`src/rtl/delay_timer_datapath_if.sv`:
```
// Handshake between the start-pattern/control FSM and the timer datapath.
// The FSM drives the serial delay bit and phase strobes; the datapath returns the count and its done flag.
interface delay_timer_datapath_if #(
  parameter int DELAY_W = 4
);
  logic               data;
  logic               shift_ena;
  logic               counting;
  logic [DELAY_W-1:0] count;
  logic               done_counting;

  modport master (
    output data, shift_ena, counting,
    input  count, done_counting
  );

  modport slave (
    input  data, shift_ena, counting,
    output count, done_counting
  );
endinterface

```
`src/rtl/delay_timer_datapath.sv`:
```
// Timer datapath: shifts in a delay MSB-first, then counts down (delay+1) units of TICKS_PER_UNIT cycles.
// count mirrors the delay register; done_counting flags the final counting cycle.
module delay_timer_datapath #(
  parameter int DELAY_W        = 4,
  parameter int TICKS_PER_UNIT = 1000
) (
  input  logic                   clk,
  input  logic                   reset,
  delay_timer_datapath_if.slave  bus
);

  localparam int            PW       = $clog2(TICKS_PER_UNIT);
  localparam logic [PW-1:0] PRE_LAST = PW'(TICKS_PER_UNIT - 1);

  logic [DELAY_W-1:0] dly_q;
  logic [DELAY_W-1:0] dly_d;
  logic [PW-1:0]      pre_q;
  logic [PW-1:0]      pre_d;
  logic [DELAY_W-1:0] shifted_s;
  logic               tc_s;
  logic               dly_zero_s;

  // A one-bit delay register has no older bits to keep, so the new bit replaces it outright.
  generate
    if (DELAY_W == 1) begin : g_shift_one
      assign shifted_s = bus.data;
    end else begin : g_shift_wide
      assign shifted_s = {dly_q[DELAY_W-2:0], bus.data};
    end
  endgenerate

  assign tc_s       = (pre_q == PRE_LAST);
  assign dly_zero_s = (dly_q == {DELAY_W{1'b0}});

  // Next-state selection: shift beats counting, and the prescaler clears whenever it is not advancing.
  always_comb begin
    dly_d = dly_q;
    pre_d = {PW{1'b0}};
    if (bus.shift_ena) begin
      dly_d = shifted_s;
    end else if (bus.counting) begin
      if (!tc_s) begin
        pre_d = pre_q + PW'(1);
      end else if (!dly_zero_s) begin
        dly_d = dly_q - DELAY_W'(1);
      end else begin
        dly_d = dly_q;
      end
    end else begin
      dly_d = dly_q;
    end
  end

  // State registers with immediate asynchronous clear.
  always_ff @(posedge clk or posedge reset) begin
    if (reset) begin
      dly_q <= {DELAY_W{1'b0}};
      pre_q <= {PW{1'b0}};
    end else begin
      dly_q <= dly_d;
      pre_q <= pre_d;
    end
  end

  assign bus.count         = dly_q;
  assign bus.done_counting = bus.counting & ~bus.shift_ena & tc_s & dly_zero_s;

endmodule
```
`src/flat_wrapper.sv`:
```
// flat-port wrapper written by rule: the top's interface ports become plain ports
module delay_timer_datapath_flat 
#(
  parameter int DELAY_W        = 4,
  parameter int TICKS_PER_UNIT = 1000
)
  (clk, reset, bus_data, bus_shift_ena, bus_counting, bus_count, bus_done_counting);
  delay_timer_datapath_if #(.DELAY_W(DELAY_W)) bus_i ();
  input  logic clk;
  input  logic reset;
  input wire logic [$bits(bus_i.data)-1:0] bus_data;
  input wire logic [$bits(bus_i.shift_ena)-1:0] bus_shift_ena;
  input wire logic [$bits(bus_i.counting)-1:0] bus_counting;
  output wire logic [$bits(bus_i.count)-1:0] bus_count;
  output wire logic [$bits(bus_i.done_counting)-1:0] bus_done_counting;
  assign bus_i.data = bus_data;
  assign bus_i.shift_ena = bus_shift_ena;
  assign bus_i.counting = bus_counting;
  assign bus_count = bus_i.count;
  assign bus_done_counting = bus_i.done_counting;
  delay_timer_datapath #(.DELAY_W(DELAY_W), .TICKS_PER_UNIT(TICKS_PER_UNIT)) u_core (.clk(clk), .reset(reset), .bus(bus_i));
endmodule
```
`config.mk`:
```
export PLATFORM = sky130hd
export DESIGN_NAME = delay_timer_datapath_flat
export DESIGN_NICKNAME = d
export VERILOG_FILES = /design/src/rtl/delay_timer_datapath_if.sv /design/src/rtl/delay_timer_datapath.sv /design/src/flat_wrapper.sv
export SDC_FILE = /design/constraint.sdc
export NUM_CORES = 1
export LEC_CHECK = 0
export BUFFER_PORTS_ARGS = -buffer_cell sky130_fd_sc_hd__buf_2
export CAP_MARGIN = 20
export CORE_UTILIZATION = 25
export CTS_CLUSTER_SIZE = 16
export DETAILED_ROUTE_END_ITERATION = 8
export PLACE_DENSITY = 0.44
export SLEW_MARGIN = 10
export SYNTH_ARGS = -nofsm -noshare
export SYNTH_HDL_FRONTEND = slang
export SYNTH_SLANG_ARGS = --single-unit
export TNS_END_PERCENT = 10
```
`constraint.sdc`:
```
create_clock -name clk -period 2 [get_ports clk]
set_input_delay 0.1 -clock clk [delete_from_list [all_inputs] [get_ports clk]]
set_output_delay 0.1 -clock clk [all_outputs]
set_load 0.03 [all_outputs]
```
== After elaboration in Yosys (flattened, before gate mapping) ==
Index checks and enable logic that the tools add are counted.

* Bits in registers: 14
* Bits of input ports: 5
* Output and inout bits: 5

* Add/sub/neg operators: 2
* Equal/unequal tests: 2
* Mux-type cells: 7
* Bitwise logic cells: 4
* Reduce and logical (&&, ||, !) cells: 4

{| class="wikitable"
|+ Operator list
! cell !! count
|-
| 2-to-1 mux 10 bit || 3
|-
| 2-to-1 mux 4 bit || 4
|-
| adder 10 x 1 -> 10 bit (second input constant) || 1
|-
| equality test 10 bit (second input constant) || 1
|-
| zero test 4 bit || 1
|-
| nonzero test 2 bit || 2
|-
| subtractor 4 x 1 -> 4 bit (second input constant) || 1
|-
| AND 1 bit || 3
|-
| AND reduction 3 bit || 1
|-
| inequality test 2 bit (second input constant) || 1
|-
| NOT 1 bit || 1
|}

== Depth between registers and ports, before layout ==
* Depth after elaboration: 5
* Gate-level depth with buffers: 6
* Depth with buffers taken out: 6

== Worst setup path after synthesis ==
No wires, ideal clock.

* Path kind: reg2reg
* Start point: register u_core.dly_q[0] (netlist: u_core.bus.count[0])
* End point: register u_core.dly_q[2] (netlist: u_core.bus.count[2])
* Data arrival time: 1,598 ps
* Path slack: 275 ps
* Stages on the path, launching flop included: 7
* Path buffers: 0
* Cells stage by stage: dfrtp_1 > inv_1 > ha_1 > nor3b_1 > nor4_4 > a21bo_2 > a31oi_1

* Word-level cells in the longest chain between the ends: 5
* Elaborated cells on any way between the ends: 8

{| class="wikitable"
|+ RTL lines
! what !! RTL line !! RTL
|-
| start, declared || delay_timer_datapath.sv:15 || <nowiki>logic [DELAY_W-1:0] dly_q;</nowiki>
|-
| start signal, assigned || delay_timer_datapath.sv:57 || <nowiki>dly_q <= {DELAY_W{1'b0}};</nowiki>
|-
| start signal, assigned || delay_timer_datapath.sv:60 || <nowiki>dly_q <= dly_d;</nowiki>
|-
| subtractor 4 x 1 -> 4 bit || delay_timer_datapath.sv:45 || <nowiki>dly_d = dly_q - DELAY_W'(1);</nowiki>
|-
| 2-to-1 mux 4 bit || delay_timer_datapath.sv:44 || <nowiki>end else if (!dly_zero_s) begin</nowiki>
|-
| 2-to-1 mux 4 bit || delay_timer_datapath.sv:42 || <nowiki>if (!tc_s) begin</nowiki>
|-
| 2-to-1 mux 4 bit || delay_timer_datapath.sv:41 || <nowiki>end else if (bus.counting) begin</nowiki>
|-
| 2-to-1 mux 4 bit || delay_timer_datapath.sv:39 || <nowiki>if (bus.shift_ena) begin</nowiki>
|}

Several ways; a longest one is shown, not always the timed one. The select of a mux whose other input is x is not followed.
A chain may end at the register's enable or synchronous reset.

== Worst setup path in the final report ==
* Start point: register u_core.pre_q[5]
* End point: output port bus_done_counting

* Word-level cells in the longest chain between the ends: 3

{| class="wikitable"
|+ RTL lines
! what !! RTL line !! RTL
|-
| start, declared || delay_timer_datapath.sv:17 || <nowiki>logic [PW-1:0] pre_q;</nowiki>
|-
| start signal, assigned || delay_timer_datapath.sv:58 || <nowiki>pre_q <= {PW{1'b0}};</nowiki>
|-
| start signal, assigned || delay_timer_datapath.sv:61 || <nowiki>pre_q <= pre_d;</nowiki>
|-
| equality test 10 bit || delay_timer_datapath.sv:32 || <nowiki>assign tc_s = (pre_q == PRE_LAST);</nowiki>
|-
| AND 1 bit (2 in series) || delay_timer_datapath.sv:66 || <nowiki>assign bus.done_counting = bus.counting & ~bus.shift_ena & tc_s & dly_zero_s;</nowiki>
|-
| end, declared || flat_wrapper.sv:15 || <nowiki>output wire logic [$bits(bus_i.done_counting)-1:0] bus_done_counting;</nowiki>
|}

No other way between the ends.

==> results.sh <==
export IMPL_wl_um=1440
export IMPL_die_area_um2=3290
export IMPL_p_leak_nw=0.387
export IMPL_dp_hpwl_um=1080
export IMPL_synth_seq_cells=14
export IMPL_htreeDepth=1
export IMPL_drv_slew=0
export IMPL_area_growth_pct=16.5
export IMPL_endpoint_kind="output pin"
export IMPL_postRouteAntennaNets=0
export IMPL_setup_viol=0
export IMPL_tritoncts="done"
export IMPL_power_frac_clock_pct=34.0
export IMPL_synth_top_cell_area_share_pct=45.8
export IMPL_intPower_w=0.000439
export IMPL_reg2reg_depth=6
export IMPL_fill_cells=309
export IMPL_hold_viol=0
export IMPL_rsz0062_at_grt="false"
export IMPL_worstPathRequired_ns=1.90
export IMPL_path_clk_slew_ns=0.09
export IMPL_wl_per_cell_um=11.8
export IMPL_io_buffer_count=9
export IMPL_setup_tns_final_ns=0
export IMPL_path_max_fanout=5
export IMPL_power_frac_seq_pct=51.4
export IMPL_ys_seq_area_share_pct=45.8
export IMPL_comb_power_share_pct=14.6
export IMPL_start_util_pct=27.1
export IMPL_gp_congestion=0.734
export IMPL_synth_edff_count=0
export IMPL_syn_avg_cell_area_um2=9.69
export IMPL_status="complete, but fails checks"
export IMPL_drt_iter0_markers=19
export IMPL_cp_start_kind="register"
export IMPL_overflow=0
export IMPL_fin_crit_sh_pct=92.8
export IMPL_critPathKind="register to output pin"
export IMPL_nets=100
export IMPL_die_width_um=57.3
export IMPL_arrival_ns=1.76
export IMPL_switching_share_pct=27.6
export IMPL_ys_warnings_count=0
export IMPL_hold_path_cell_count=3
export IMPL_stdcell_count=122
export IMPL_die_y_um=57.3
export IMPL_cap_violations=0
export IMPL_synth_largest_area_cell="dfrtp_1"
export IMPL_cts_sinks=14
export IMPL_drive_gt1_share_pct=20.9
export IMPL_cts_max_path_buffers=2
export IMPL_synth_area_um2=766
export IMPL_tightest_slew_ns=0.557
export IMPL_synth_nets=87
export IMPL_num_vias=572
export IMPL_core_area_um2=2830
export IMPL_violations="DRC"
export IMPL_grt_pass1_wl_um=2470
export IMPL_max_slew_margin_pct=62.8
export IMPL_ios=10
export IMPL_drt_pass1_iterations=6
export IMPL_synth_cell_types=28
export IMPL_root_buffer="clkbuf_4"
export IMPL_viasPerCell=4.69
export IMPL_p_switching_w=0.000167
export IMPL_ir_drop_mv=0.308
export IMPL_cts_buffers=3
export IMPL_ys_flop_type="dfrtp_1"
export IMPL_clock_latency_ns=0.28
export IMPL_min_path_type="primary input to register"
export IMPL_layout_commonest_cell="dfrtp_1"
export IMPL_track_usage_pct=9.90
export IMPL_async_flop_share_pct=100
export IMPL_grt_pass1_vias=535
export IMPL_dp_cells=117
export IMPL_synth_cells=79
export IMPL_diodes=0
export IMPL_num_rows=19
export IMPL_ys_top_cells_by_area="dfrtp_1, xnor2_1, nor2_1"
export IMPL_post_cts_buffers=0
export IMPL_final_cell_mix="dfrtp_1, nor2_1, buf_2, nand2_1"
export IMPL_grt_max_degree=15
export IMPL_max_freq_mhz=539
export IMPL_antenna_found_initial=0
export IMPL_layout_min_cycle_time_ns=1.86
export IMPL_clock_skew_ns=0.00264
export IMPL_power_density_nw_per_um2=680
export IMPL_drc_errors=2
==> worst max-delay path, cell delays in order (launching register included) <==
cell and delay [ns]:
dfrtp_1 0.45, nand4_2 0.20, nor4_2 0.40, and4_1 0.23, buf_2 0.19
==> cell type report <==
class                      count  area, um^2  area share, %
tap                           31        38.8           4.35
multi-input combinational     57         389           43.6
timing repair buffer          10        55.1           6.17
inverter                       6        22.5           2.52
clock buffer                   4        36.3           4.07
sequential                    14         350           39.3
==> power by group through the flow <==
| stage | sequential, W | combinational (W) | clock (W) |
|---|---|---|---|
| 5_1_grt | 0.000314 | 0.0000998 | 0.000226 |
| 2_1_floorplan | 0.000335 | 0.0000444 | 0 |
| 6_report | 0.000311 | 0.0000885 | 0.000206 |
| 3_5_place_dp | 0.000316 | 0.0000870 | 0 |
| 4_1_cts | 0.000310 | 0.0000888 | 0.000216 |
| 3_3_place_gp | 0.000316 | 0.0000875 | 0 |
==> logic make-up (layout without fill, tap and decap cells) <==
group                    after synthesis  after routing  share of synthesized area [%]
AND/OR/NAND/NOR                       38             38                           27.3
AO/OA/AOI/OAI                          7              7                           6.86
buffers and inverters                  8             20                           4.90
flip-flops                            14             14                           45.8
XOR/XNOR                               9              9                           10.3
adder cells (fa/ha/maj)                3              3                           4.90
==> registers in the layout (all words and copies together), names as in the netlist <==
name / count
u_core.pre_q: 10
u_core.bus.count: 4
==> synth_stat cells, types with 3 or more instances <==
cell type	n
nor3_1	5
nor2_1	13
inv_1	6
nand3_1	3
dfrtp_1	14
ha_1	3
nand2_1	7
xor2_1	3
xnor2_1	6
==> final timing paths <==
path / from / end / slack [ns]
max: u_core.pre_q[5]$_DFF_PP0_ / bus_done_counting / 0.14
min: bus_data / u_core.bus.count[0]$_DFFE_PP0P_ / 0.03
max reg2reg: u_core.bus.count[0]$_DFFE_PP0P_ / u_core.bus.count[2]$_DFFE_PP0P_ / 0.34
min reg2reg: u_core.pre_q[0]$_DFF_PP0_ / u_core.pre_q[0]$_DFF_PP0_ / 0.46
max in group asynchronous: reset / u_core.pre_q[7]$_DFF_PP0_ / 1.24
min in group asynchronous: reset / u_core.pre_q[9]$_DFF_PP0_ / 0.40
==> through the flow <==
stage                     cell area (um^2)  worst slack (ns)  hold slack (ns)  total power [W]  utilization, %
after global routing                   892            0.0265           0.0549         0.000640            31.5
after floorplan                        766             0.275          -0.0108         0.000379               -
after detailed placement               835             0.344            0.180         0.000403            29.5
after global placement                 835             0.344            0.181         0.000404            29.5
final                                  892             0.143           0.0251         0.000606            31.5
after CTS                              881            0.0490           0.0179         0.000615            31.1
==> timing repair <==
action,CTS,global route
hold buffers,1,0
endpoints found under the setup margin,0,1
gates resized for setup,0,2
hold endpoints to repair,14,0
==> layer usage <==
| metal | vias up | GRT usage, % | routed length [um] |
|---|---|---|---|
| li1 | 295 | - | - |
| met1 | 267 | 14.3 | 765 |
| met2 | 10 | 13.0 | 602 |
| met3 | 0 | 5.22 | 72 |
| met4 | 0 | 2.09 | 0 |
| met5 | - | 0 | 0 |
No activity file was read; power rests on OpenSTA's default activity.
